$ cat config.mk
export PLATFORM = sky130hd
export DESIGN_NAME = spi_master_bridge
export DESIGN_NICKNAME = d
export VERILOG_FILES = /design/src/rtl/spi_bridge_pkg.sv /design/src/rtl/spi_master_bridge_byte_tx.sv /design/src/rtl/spi_master_bridge.sv
export SDC_FILE = /design/constraint.sdc
export NUM_CORES = 1
export LEC_CHECK = 0
export BUFFER_PORTS_ARGS = -buffer_cell sky130_fd_sc_hd__buf_2
export CORE_ASPECT_RATIO = 0.8
export CORE_MARGIN = 2
export CORE_UTILIZATION = 50
export CTS_CLUSTER_SIZE = 16
export DETAILED_ROUTE_END_ITERATION = 10
export PLACE_DENSITY_LB_ADDON = 0.3
export SYNTH_ARGS = -nofsm -noshare
export SYNTH_HDL_FRONTEND = slang
export SYNTH_SLANG_ARGS = --single-unit
$ cat constraint.sdc
create_clock -name i_clk -period 3.8 [get_ports i_clk]
set_input_delay 0.38 -clock i_clk [delete_from_list [all_inputs] [get_ports i_clk]]
set_output_delay 0.38 -clock i_clk [all_outputs]
set_load 0.005 [all_outputs]
$ cat src/rtl/spi_bridge_pkg.sv
`default_nettype none
// ============================================================================
// Module   : spi_bridge_pkg
// Brief    : Shared constants, state encodings and byte-sequence helper for
//            the SPI master bridge.
// Revision : 1.0 - initial release
// ============================================================================
package spi_bridge_pkg;

    localparam logic [7:0] SPI_CMD_ADDR = 8'h01;
    localparam logic [7:0] SPI_CMD_DATA = 8'h02;

    localparam logic [1:0] REG_ADDR   = 2'd0;
    localparam logic [1:0] REG_DATA   = 2'd1;
    localparam logic [1:0] REG_CTRL   = 2'd2;
    localparam logic [1:0] REG_STATUS = 2'd3;

    localparam logic [3:0] FIRST_BYTE_IDX = 4'd0;
    localparam logic [3:0] DATA_CMD_IDX   = 4'd5;
    localparam logic [3:0] LAST_BYTE_IDX  = 4'd9;

    // Per-byte engine states
    typedef enum logic [2:0] {
        ST_IDLE  = 3'd0,
        ST_LOAD  = 3'd1,
        ST_SETUP = 3'd2,
        ST_HIGH  = 3'd3,
        ST_LOW   = 3'd4,
        ST_GAP   = 3'd5
    } spi_state_t;

    // Transaction sequencer states
    typedef enum logic [1:0] {
        SEQ_IDLE = 2'd0,
        SEQ_RUN  = 2'd1,
        SEQ_DONE = 2'd2
    } seq_state_t;

    function automatic logic [7:0] seq_byte(input logic [3:0]  idx,
                                            input logic [31:0] addr,
                                            input logic [31:0] data);
        logic [7:0] b;
        case (idx)
            4'd0:    b = SPI_CMD_ADDR;
            4'd1:    b = addr[31:24];
            4'd2:    b = addr[23:16];
            4'd3:    b = addr[15:8];
            4'd4:    b = addr[7:0];
            4'd5:    b = SPI_CMD_DATA;
            4'd6:    b = data[31:24];
            4'd7:    b = data[23:16];
            4'd8:    b = data[15:8];
            4'd9:    b = data[7:0];
            default: b = 8'h00;
        endcase
        return b;
    endfunction

endpackage
`default_nettype wire

$ cat src/rtl/spi_master_bridge_byte_tx.sv
`default_nettype none
// ============================================================================
// Module   : spi_byte_tx
// Brief    : Sends one byte MSB-first in SPI mode 0 inside its own CS frame,
//            followed by a CS-high gap. Back-to-back bytes chain via i_start.
// Revision : 1.0 - initial release
// ============================================================================
module spi_byte_tx
    import spi_bridge_pkg::*;
#(
    parameter int CLK_DIV = 4,
    parameter int CS_GAP  = 8
) (
    input  logic       i_clk,
    input  logic       i_rst_n,
    input  logic       i_start,
    input  logic [7:0] i_byte,
    output logic       o_done,
    output logic       o_sclk,
    output logic       o_cs,
    output logic       o_mosi
);

    localparam logic [7:0] DIV_RELOAD = 8'(CLK_DIV - 1);
    localparam logic [7:0] GAP_RELOAD = 8'(CS_GAP - 1);

    spi_state_t r_state;
    spi_state_t w_state_next;
    logic [7:0] r_div;
    logic [2:0] r_bit;
    logic [7:0] r_shift;
    logic       r_sclk;
    logic       r_cs;
    logic       r_mosi;
    logic       w_phase_end;

    assign w_phase_end = (r_div == 8'd0);

    always_comb begin
        w_state_next = r_state;
        o_done       = 1'b0;
        case (r_state)
            ST_IDLE:  if (i_start) w_state_next = ST_LOAD;
            ST_LOAD:  w_state_next = ST_SETUP;
            ST_SETUP: if (w_phase_end) w_state_next = ST_HIGH;
            ST_HIGH:  if (w_phase_end) w_state_next = ST_LOW;
            ST_LOW:   if (w_phase_end) w_state_next = (r_bit == 3'd7) ? ST_GAP : ST_HIGH;
            ST_GAP: begin
                if (w_phase_end) begin
                    o_done       = 1'b1;
                    w_state_next = i_start ? ST_LOAD : ST_IDLE;
                end
            end
            default:  w_state_next = ST_IDLE;
        endcase
    end

    always_ff @(posedge i_clk or negedge i_rst_n) begin
        if (!i_rst_n) begin
            r_state <= ST_IDLE;
        end else begin
            r_state <= w_state_next;
        end
    end

    // sclk/cs are decoded from the next state so they toggle exactly on phase entry
    always_ff @(posedge i_clk or negedge i_rst_n) begin
        if (!i_rst_n) begin
            r_div   <= 8'd0;
            r_bit   <= 3'd0;
            r_shift <= 8'd0;
            r_sclk  <= 1'b0;
            r_cs    <= 1'b1;
            r_mosi  <= 1'b0;
        end else begin
            if (r_state != w_state_next) begin
                r_div <= (w_state_next == ST_GAP) ? GAP_RELOAD : DIV_RELOAD;
            end else if (r_div != 8'd0) begin
                r_div <= r_div - 8'd1;
            end
            r_sclk <= (w_state_next == ST_HIGH);
            r_cs   <= !((w_state_next == ST_SETUP) || (w_state_next == ST_HIGH) ||
                        (w_state_next == ST_LOW));
            if (r_state == ST_LOAD) begin
                r_shift <= i_byte;
                r_mosi  <= i_byte[7];
                r_bit   <= 3'd0;
            end
            if ((r_state == ST_HIGH) && (w_state_next == ST_LOW) && (r_bit != 3'd7)) begin
                r_shift <= {r_shift[6:0], 1'b0};
                r_mosi  <= r_shift[6];
            end
            if ((r_state == ST_LOW) && (w_state_next == ST_HIGH)) begin
                r_bit <= r_bit + 3'd1;
            end
        end
    end

    assign o_sclk = r_sclk;
    assign o_cs   = r_cs;
    assign o_mosi = r_mosi;

endmodule
`default_nettype wire

$ cat src/rtl/spi_master_bridge.sv
`default_nettype none
// ============================================================================
// Module   : spi_master_bridge
// Brief    : Bus-mapped SPI master issuing ADDR/DATA command frames for a
//            remote 32-bit write. Optional macro SPI_MASTER_ADDR_CACHE_EN
//            skips the address frame when the address is unchanged.
// Revision : 1.0 - initial release
// ============================================================================
module spi_master_bridge
    import spi_bridge_pkg::*;
#(
    parameter int CLK_DIV = 4,
    parameter int CS_GAP  = 8
) (
    input  logic        i_clk,
    input  logic        i_rst_n,
    input  logic [31:0] i_bus_addr,
    input  logic [31:0] i_bus_wr_data,
    input  logic [3:0]  i_bus_size,
    input  logic        i_bus_read,
    input  logic        i_bus_write,
    output logic [31:0] o_bus_rd_data,
    output logic        o_busy,
    output logic        sclk,
    output logic        cs,
    output logic        mosi
);

    seq_state_t  r_seq;
    seq_state_t  w_seq_next;
    logic [31:0] r_addr;
    logic [31:0] r_data;
    logic [31:0] r_sh_addr;
    logic [31:0] r_sh_data;
    logic [31:0] r_rd_data;
    logic [3:0]  r_idx;
    logic        r_busy;
    logic        r_done;
    logic        w_wr_en;
    logic [1:0]  w_sel;
    logic        w_start_acc;
    logic        w_tx_start;
    logic        w_tx_done;
    logic [3:0]  w_first_idx;
    logic        w_unused;

    assign w_unused    = ^{i_bus_addr[31:4], i_bus_addr[1:0]};
    assign w_sel       = i_bus_addr[3:2];
    assign w_wr_en     = i_bus_write && (i_bus_size == 4'b1111);
    assign w_start_acc = w_wr_en && (w_sel == REG_CTRL) && i_bus_wr_data[0] && (r_seq == SEQ_IDLE);

`ifdef SPI_MASTER_ADDR_CACHE_EN
    logic        r_cache_valid;
    logic [31:0] r_cache_addr;

    // The remote slave retains its address buffer, so a repeat address can skip bytes 0-4
    always_ff @(posedge i_clk or negedge i_rst_n) begin
        if (!i_rst_n) begin
            r_cache_valid <= 1'b0;
            r_cache_addr  <= 32'd0;
        end else if (r_seq == SEQ_DONE) begin
            r_cache_valid <= 1'b1;
            r_cache_addr  <= r_sh_addr;
        end
    end

    assign w_first_idx = (r_cache_valid && (r_cache_addr == r_addr)) ? DATA_CMD_IDX : FIRST_BYTE_IDX;
`else
    assign w_first_idx = FIRST_BYTE_IDX;
`endif

    always_comb begin
        w_seq_next = r_seq;
        w_tx_start = 1'b0;
        case (r_seq)
            SEQ_IDLE: begin
                if (w_start_acc) begin
                    w_seq_next = SEQ_RUN;
                    w_tx_start = 1'b1;
                end
            end
            SEQ_RUN: begin
                if (w_tx_done) begin
                    if (r_idx == LAST_BYTE_IDX) w_seq_next = SEQ_DONE;
                    else                        w_tx_start = 1'b1;
                end
            end
            SEQ_DONE: w_seq_next = SEQ_IDLE;
            default:  w_seq_next = SEQ_IDLE;
        endcase
    end

    always_ff @(posedge i_clk or negedge i_rst_n) begin
        if (!i_rst_n) begin
            r_seq <= SEQ_IDLE;
        end else begin
            r_seq <= w_seq_next;
        end
    end

    always_ff @(posedge i_clk or negedge i_rst_n) begin
        if (!i_rst_n) begin
            r_addr    <= 32'd0;
            r_data    <= 32'd0;
            r_sh_addr <= 32'd0;
            r_sh_data <= 32'd0;
            r_rd_data <= 32'd0;
            r_idx     <= 4'd0;
            r_busy    <= 1'b0;
            r_done    <= 1'b0;
        end else begin
            if (w_wr_en && !r_busy && (w_sel == REG_ADDR)) r_addr <= i_bus_wr_data;
            if (w_wr_en && !r_busy && (w_sel == REG_DATA)) r_data <= i_bus_wr_data;
            if (w_start_acc) begin
                r_sh_addr <= r_addr;
                r_sh_data <= r_data;
                r_idx     <= w_first_idx;
                r_busy    <= 1'b1;
                r_done    <= 1'b0;
            end else if ((r_seq == SEQ_RUN) && w_tx_start) begin
                r_idx <= r_idx + 4'd1;
            end
            if (r_seq == SEQ_DONE) begin
                r_busy <= 1'b0;
                r_done <= 1'b1;
            end
            if (i_bus_read) begin
                case (w_sel)
                    REG_ADDR:   r_rd_data <= r_addr;
                    REG_DATA:   r_rd_data <= r_data;
                    REG_STATUS: r_rd_data <= {30'd0, r_done, r_busy};
                    default:    r_rd_data <= 32'd0;
                endcase
            end
        end
    end

    spi_byte_tx #(
        .CLK_DIV (CLK_DIV),
        .CS_GAP  (CS_GAP)
    ) u_byte_tx (
        .i_clk   (i_clk),
        .i_rst_n (i_rst_n),
        .i_start (w_tx_start),
        .i_byte  (seq_byte(r_idx, r_sh_addr, r_sh_data)),
        .o_done  (w_tx_done),
        .o_sclk  (sclk),
        .o_cs    (cs),
        .o_mosi  (mosi)
    );

    assign o_bus_rd_data = r_rd_data;
    assign o_busy        = r_busy;

endmodule
`default_nettype wire

==> results of run 1 <==
-- layout by cell type, fill, tap and decap left out, drive strengths merged, types with 2 or more instances in the layout --
cell / count
nor3: 5
xnor2: 4
o211ai: 3
o22ai: 34
or2: 2
a21oi: 11
o21ai: 13
nor4b: 3
xor2: 2
and2: 2
mux2: 134
nor3b: 4
a222oi: 3
nor2b: 6
buf: 84
ha: 7
o221a: 4
nand2b: 8
a211oi: 5
or4b: 2
nand3: 13
or3b: 2
a22oi: 13
dfrtp: 191
inv: 42
clkbuf: 24
nand4: 2
mux2i: 37
bufinv: 4
nand2: 16
or3: 5
nand3b: 3
clkinvlp: 2
o21bai: 2
nor2: 23
a31oi: 2
a32o: 2
a211o: 2
a221oi: 3
-- power by group through the flow --
stage,sequential (mW),combinational [mW],clock (mW)
floorplan,2.09,0.0348,0
global placement,2.09,0.117,0
detailed placement,2.09,0.122,0
CTS,2.05,0.122,1.96
global route,2.05,0.133,2.04
finish,2.05,0.117,1.92
-- cell type report --
type                            count  area [um2]  share of cell area, %
Clock inverter                      8       151.4                  1.528
Inverter                           41       153.9                  1.554
Tap cell                          225       281.5                  2.842
Clock buffer                       23       488.0                  4.926
Timing Repair Buffer               85       466.7                  4.711
Sequential cell                   192        4806                  48.52
Multi-Input combinational cell    391        3558                  35.92
-- state kept, by name, summed over array words and instances (netlist names), 2 cells and up --
signal and cells:
r_sh_addr 32, r_sh_data 32, r_idx 4, r_seq 2, u_byte_tx.r_state 3, r_data 32
u_byte_tx.r_div 8, o_bus_rd_data 32, u_byte_tx.r_bit 3, u_byte_tx.r_shift 7, r_addr 32
-- worst max-delay path: stages, from the launching register on --
cell and delay [ns]:
sky130_fd_sc_hd__dfrtp_1 0.40, sky130_fd_sc_hd__inv_1 0.10, sky130_fd_sc_hd__ha_1 0.21, sky130_fd_sc_hd__nor4b_2 0.52, sky130_fd_sc_hd__nand3_1 0.58, sky130_fd_sc_hd__o221a_2 0.48
-- final timing paths --
check / startpoint / to
worst max register to register: u_byte_tx.r_div[0] / u_byte_tx.r_shift[4]
worst max-delay path: u_byte_tx.r_div[0] / u_byte_tx.r_shift[4]
worst min register to register: r_sh_addr[19] / r_sh_addr[19]
min in group i_clk: i_bus_wr_data[7] / r_addr[7]
worst min-delay path: i_rst_n / u_byte_tx.r_div[3]
max in group asynchronous: i_rst_n / r_data[21]
-- through the flow --
stage / total power [mW] / cell area, um2 / setup slack, ns
3_3_place_gp: 2.207 / 9266 / 1.407
3_5_place_dp: 2.212 / 9266 / 1.326
4_1_cts: 4.135 / 9906 / 1.449
6_report: 4.085 / 9906 / 1.401
5_1_grt: 4.220 / 9906 / 1.153
2_1_floorplan: 2.125 / 8707 / 1.885
-- cells by family (layout without fill, tap and decap cells) --
group           count (synthesis)  in the layout  share of synthesized area [%]
simple gates                  100            100                          6.826
buf+inv                        79            157                          4.038
compound gates                107            107                          8.593
flops                         192            192                          55.19
xor+xnor                        6              6                         0.6035
mux                           171            171                          23.74
fa+ha+maj                       7              7                          1.006
-- routing by layer --
layer,global-route usage [%],share of wire [%]
met1,30.89,48
met2,32.64,46
met3,4.869,4.9
met4,6.308,1.8
met5,0,0
==> reports/results.txt, run 1 <==
The flow ran to the end, and the final reports show no timing, DRC or antenna violations. The cell sitting at the root of the clock tree is a sky130_fd_sc_hd__clkbuf_16. At the end of the flow, the number of nets in the layout was 807.

By count the netlist is led by sky130_fd_sc_hd__dfrtp_1 (191), sky130_fd_sc_hd__mux2_2 (82), sky130_fd_sc_hd__mux2_4 (50), sky130_fd_sc_hd__inv_1 (41), sky130_fd_sc_hd__mux2i_1 (37). The clock input transition at the sequential cells of the worst setup and hold paths is 0.06 ns. The clock net sink count is 192. The total negative slack for setup checks is 0 ns. The logs give 2.9% for the part of the total power dissipated in combinational logic and 114 for the maximum number of pins on one net before global-route repair. Counting along the longest clock path gives a buffer depth of 2. The first global-routing pass estimated 30180 um of wire.

Mean routed wirelength per cell: 19.31 um. The filler cells instantiated in the layout total 1422. The first-pass detailed-route iteration total is 5. The worst reg-to-reg setup slack was 1.40 ns; the transition time at the pin with the least slew margin was 1.183 ns.

After synthesis, the netlist uses 59 different library cells. The repair_antennas step left the layout with diodes totalling 0. The final critical path takes up 63.14% of the cycle. After floorplanning, the core was divided into 43 placement rows. The final RePlAce weighted congestion is 0.8882. The number of input and output port buffers inserted is 77, and the count of flip-flops with a built-in enable after synthesis is 0. The final layout contains routed wiring with a total length of 18630 um.

Depth of the most critical reg-to-reg path: 5. Summing every instance area after synthesis gives 8707 um2. The run gives 4 as the number of levels in the clock H-tree. The number of max-slew violations in the final report was 0; the portion of total power attributed to sequential cells was 50.2%. The largest area contributor in the netlist was sky130_fd_sc_hd__dfrtp_1.

The layout cell share with drive strength beyond 1 was 35.54%; the share of synthesized registers carrying an async set or reset was 100.0%. The area of the die came out at 18490 um2. 108 I/O pins were placed.

The post-CTS setup buffer count is 0, and the number of standard cells in the layout, taps in and fillers out is 965. The synthesized area per cell was 13.15 um2. The tools report the category of the worst setup path capture point as a flip-flop.

Post-synthesis sequential element count: 192. Power density over the cells: 412.4 nW/um2. Required time of the critical path: 4.11 ns. By area the synthesized netlist is led by sky130_fd_sc_hd__dfrtp_1 (55%), sky130_fd_sc_hd__mux2_2 (11%), sky130_fd_sc_hd__mux2_4 (8.6%). Timing would allow up to 416.8 MHz. Among all cell types in the netlist, the one instantiated most often is sky130_fd_sc_hd__dfrtp_1.

In this run, the number of DRC markers left after iteration 0 of detailed routing was 327. TritonCTS built the clock tree. The number of hold violations in the final report is 0, and the vertical extent of the die is 122.0 um. Of the synthesized area, sequential elements account for 55.19%.

Setup repair after global routing left no endpoint under its margin. Detailed placement finished with a half-perimeter wire length of 12390 um. The maximum fanout count along the critical path is 15. The number of global-route vias before repair was 5637. The tools report the initial antenna violation count as 0. Once detail routing completed, the nets flagged for antenna violations numbered 0. The logs give 741 for the number of nets in the synthesized netlist and 0 for the cts-stage hold buffer count. For the worst-skew pair, the clock arrives at the later sink with an insertion delay of 0.42 ns. The minimum clock period was 2.399 ns; the worst slew margin relative to its limit was 21.15%. Gates resized during post-CTS repair numbered 0.

In the global route stage, overall resource usage came out at 21.42%. The run gives 57.54% as the utilization after layout. For this design the static power due to leakage is 5.025 nW. The total of endpoints with negative setup slack in the final report is 0, and the floorplan die width is 151.5 um.

The clock skew after layout is 0.005902 ns, and the count of yosys warnings during synthesis is 0. The area growth from synthesis to layout is 13.77%. The number of design rule violations left after detail routing was 0; the total CTS buffers was 17.

The data arrival at the endpoint of the critical path is 2.71 ns, and the cell count after synthesis is 662. The effective utilization at floorplan was 50.57%; the internal power contribution was 3.257 mW. Net switching is 20.26% of the power.

Average vias per placed instance: 5.660. Summed over all layers, the global routing overflow is 0. The share of the synthesized area in the top cell type is 54.89%, and the peak supply drop is 0.3420 mV. Per report_power, the clock group accounts for 46.9% of the total. The switching power was 827.5 uW. Final hold analysis gives a worst-case slack of 0.06483 ns. The kind of start point of the critical path is a flip-flop.

The final route contains 5462 vias. The most frequently used flop master after synthesis was sky130_fd_sc_hd__dfrtp_1. Across the run, the number of max-cap violations was 0. The type of the worst setup path is flip-flop to flip-flop. The worst hold path belongs to the class input port to asynchronous set/reset pin. The placeable core region was 17220 um2. After detailed placement, the design holds a cell count of 934.
Power figures use the tool's default switching activity.
==> inputs of run 2 (changes only) <==
--- a/config.mk
+++ b/config.mk
@@ -5,6 +5,7 @@
 export SDC_FILE = /design/constraint.sdc
 export NUM_CORES = 1
 export LEC_CHECK = 0
+export ABC_AREA = 1
 export BUFFER_PORTS_ARGS = -buffer_cell sky130_fd_sc_hd__buf_2
 export CORE_ASPECT_RATIO = 0.8
 export CORE_MARGIN = 2
==> constraint.sdc (replaced) <==
create_clock -name i_clk -period 2.4 [get_ports i_clk]
set_input_delay 0.24 -clock i_clk [delete_from_list [all_inputs] [get_ports i_clk]]
set_output_delay 0.24 -clock i_clk [all_outputs]
set_load 0.005 [all_outputs]
==> run 2 against run 1 <==
Effect of this change:
- sequential share of layout area rose by 0.99 points
- clock-buffer cell count fell by 5
- die area decreased by 3.7%
- synthesized cell count up 47%
- hold slack better by 0.0012 ns
- register-to-register slack lost 0.96 ns
- critical endpoint is now u_byte_tx.r_shift[5]
- highest routed layer unchanged
==> reports/results.txt, run 2 <==
The maximum fanout count along the critical path works out to 9. By instance count, the leading cell after synthesis is sky130_fd_sc_hd__nand2_1. The dominant combinational cell family by area after synthesis was simple AND/OR/NAND/NOR gates.

TritonCTS built the clock tree. The floorplan die width was 148.7 um; the area of the die was 17810 um2. Counting flops and latches in the post-synthesis netlist gives 192.

The sum of buffers and inverters on the critical path was 3. The detailed router finished its first iteration with 438 violations. The cell family contributing the most delay on the critical path is simple AND/OR/NAND/NOR gates.

The cell count after synthesis is 971, and the worst slew margin relative to its limit is 49.29%. The synthesized design contains 0 enable-type register cells. The worst slack after detailed placement came out at 0.4501 ns. The most common cell after layout, fill and taps aside was sky130_fd_sc_hd__nand2_1.

Clock tree synthesis found a total of 192 sinks. Post-cts sizing count: 0. Compared with the post-synthesis result, the final layout area differs by 15.89%. The clock passes through at most 2 buffers. Wire length reported by the detailed router: 19480 um.

Along the worst hold path, the cell count comes to 3. On the worst path, the slowest cell contributes a delay of 0.39 ns. The initial antenna violation count came out at 0. The residual antenna-violating net count after detailed routing is 0, and the number of nets in the synthesized netlist is 1050. Clock tree synthesis selected as its root buffer the cell sky130_fd_sc_hd__clkbuf_16.

Of the cells placed in the final design, the portion with a size suffix greater than 1 is 14.92%. In the layout the commonest cells are sky130_fd_sc_hd__nand2_1 (344), sky130_fd_sc_hd__dfrtp_1 (191), sky130_fd_sc_hd__o21ai_0 (95), sky130_fd_sc_hd__inv_1 (90), sky130_fd_sc_hd__buf_2 (76). For this run, the top clock speed supported by timing is 510.3 MHz. The total congestion overflow after global routing was 0; the number of input and output port buffers inserted was 77.

The number of levels in the clock H-tree was 4. The synthesized netlist devotes 0.5229% of its cell area to XOR and XNOR gates. The cell type of the slowest stage on the worst timing path was sky130_fd_sc_hd__dfrtp_1. Period utilization: 81.66%.

Traced cell by cell, the critical path runs through inv_1, ha_1, nand2_4, nor2_8, nand2_1, nor2_1, inv_2, nand2_2, inv_1, nand2_1, nand3_1. After synthesis, the share of cell area in mux cells is 0.2689%. For this run, design rule violations remaining after detail routing come to 0. VDD sags by at most 0.5025 mV. In the final design database the tool counted 1125 nets. Pin placement for this block handled 108 I/O pins. Number of hold violations in the final report: 0. Power density over the cells: 802.1 nW/um2. At the pin with the least slew margin, the transition time is 0.7606 ns. The total of endpoints with negative setup slack in the final report came out at 0. The startpoint identified for the worst hold timing path is i_bus_wr_data[12].

By count the netlist is led by sky130_fd_sc_hd__nand2_1 (344), sky130_fd_sc_hd__dfrtp_1 (191), sky130_fd_sc_hd__o21ai_0 (95), sky130_fd_sc_hd__inv_1 (90), sky130_fd_sc_hd__nor2_1 (58). The number of max-slew violations in the final report was 0. STA classifies the critical path startpoint as a flip-flop.

For this design the static power due to leakage is 4.958 nW. The share of the synthesized area in the top cell type was 57.07%. The launch point of the worst path is u_byte_tx.r_div[0].

The synthesized netlist occupies a cell area of 8376 um2. The number of global-route vias before repair is 6378, and the overall power after layout is 7.786 mW. Final HPWL from detailed placement: 13260 um. Summing the sequential cell areas from Yosys gives 57.38% of the chip area.

The most frequently used flop master after synthesis is sky130_fd_sc_hd__dfrtp_1. The run gives 0.43 ns as the clock latency of the later-clocked register in the worst-skew pair. The type of the worst setup path was flip-flop to flip-flop.

The synthesized area per cell is 8.626 um2, and the first-pass detailed-route iteration total is 5. Buffers inserted during clock tree synthesis total 17. The type of the tightest min-delay check is input port to flip-flop. The flow ran to the end, and the final reports show no timing, DRC or antenna violations.

The number of violations of the max-capacitance limit was 0; the clock input transition at the sequential cells of the worst setup and hold paths was 0.07 ns. By area the synthesized netlist is led by sky130_fd_sc_hd__dfrtp_1 (57%), sky130_fd_sc_hd__nand2_1 (15%), sky130_fd_sc_hd__o21ai_0 (5.7%). The total global routing track utilization was 23.70%. STA classifies the critical path endpoint as a flip-flop. Summing the areas of all compound-gate instances in the mapped netlist gives 12.03% of the synthesized area. At the end of routability-driven placement, the weighted congestion stood at 0.8947. In the routed layout, each cell is associated on average with a via count of 5.203.

For this run, asynchronously set or reset flops after synthesis account for 100.0%. The largest area contributor in the netlist is sky130_fd_sc_hd__dfrtp_1. The floorplan has 42 rows. Across the routed clock network, the largest skew measured is 0.009939 ns.

In the final routed layout, each cell accounts on average for 15.23 um. The final antenna diode count was 0; the via count was 6654. The maximum number of pins on one net before global-route repair came out at 65. Counting distinct cell types in the post-synthesis netlist gives 44.

The logs give 2.71 ns for the required time of the critical path and 32900 um for the global-route wire length before repair. Adding up every negative setup slack in the final design gives 0 ns. The adder-cell share of the synthesized area is 1.046%, and the effective utilization at floorplan is 50.92%. The data arrival at the endpoint of the critical path was 2.27 ns; the post-CTS setup buffer count was 0. The floorplan step set the die height to 119.8 um.

The worst flop-to-flop path startpoint is u_byte_tx.r_div[0]. The routed design could run at a clock period as short as 1.960 ns. The tools report the placeable core region as 16450 um2. The run gives 0.4402 ns as the least setup slack across all paths after layout. The run gives 0 as the count of yosys warnings during synthesis. The fraction of the mapped netlist area in simple logic gates is 22.47%, and the depth of the most critical reg-to-reg path is 11. The depth of the critical timing path with buffers and inverters included is 11.

Setup repair after global routing left no endpoint under its margin.
==> run 2: routing by layer <==
layer  GRT usage [%]  up-vias  part of all wire (%)
met5               0        -                     0
met4           7.381        0                   1.6
met3           4.639       21                   5.5
met2           36.66      184                    45
met1           34.11     3177                    48
li1                -     3272                     -
==> run 2: metrics by stage <==
stage / instances / cell area [um2] / utilization, % / hold WS [ns]
finish: 1279 / 9707 / 59.01 / 0.06606
global route: 1279 / 9707 / 59.01 / 0.06416
CTS: 1279 / 9707 / 59.01 / 0.06442
detailed placement: 1246 / 9074 / 55.17 / 0.2465
global placement: 1246 / 9074 / 55.17 / 0.2422
floorplan: 971 / 8376 / - / -0.05559
==> run 2: timing repair <==
action | in CTS | in global routing
endpoints found under the hold margin | 53 | 0
hold buffers | 1 | 0
setup endpoints to repair | 0 | 0
==> run 2: final cells by class <==
cell class	instances	area, um2
timing repair buffer	97	584.3
clock buffer	18	439.2
inverter	95	360.3
clock inverter	14	183.9
multi-input combinational	643	3058
fill	1507	6741
tap	220	275.3
sequential	192	4806
==> run 2: tightest hold or removal path: cells and delay by family <==
family | cells | cell delay [ns]
buf+inv | 2 | 0.14
compound gates | 1 | 0.07
==> run 2: where the power goes <==
group          total (mW)  switching, mW  internal (mW)
registers            3.70          0.189           3.51
logic                1.12          0.697          0.428
clock network        2.96           1.28           1.69
==> run 2: cell families after synthesis <==
| family | Yosys count |
|---|---|
| and+or+nand+nor | 458 |
| DFF | 192 |
| AOI/OAI and AO/OA | 171 |
| buffers and inverters | 136 |
| adders and majority gates | 7 |
| xor gates and xnor gates | 5 |
| muxes | 2 |
==> run 2: path summary, 6_finish.rpt <==
| kind | to | slack (ns) |
|---|---|---|
| setup / recovery | u_byte_tx.r_shift[5] | 0.44 |
| hold / removal | r_addr[12] | 0.07 |
| setup reg to reg | u_byte_tx.r_shift[5] | 0.44 |
| hold reg to reg | r_addr[1] | 0.49 |
| max in group asynchronous | r_sh_data[17] | 1.24 |
| min in group asynchronous | u_byte_tx.r_div[0] | 0.35 |
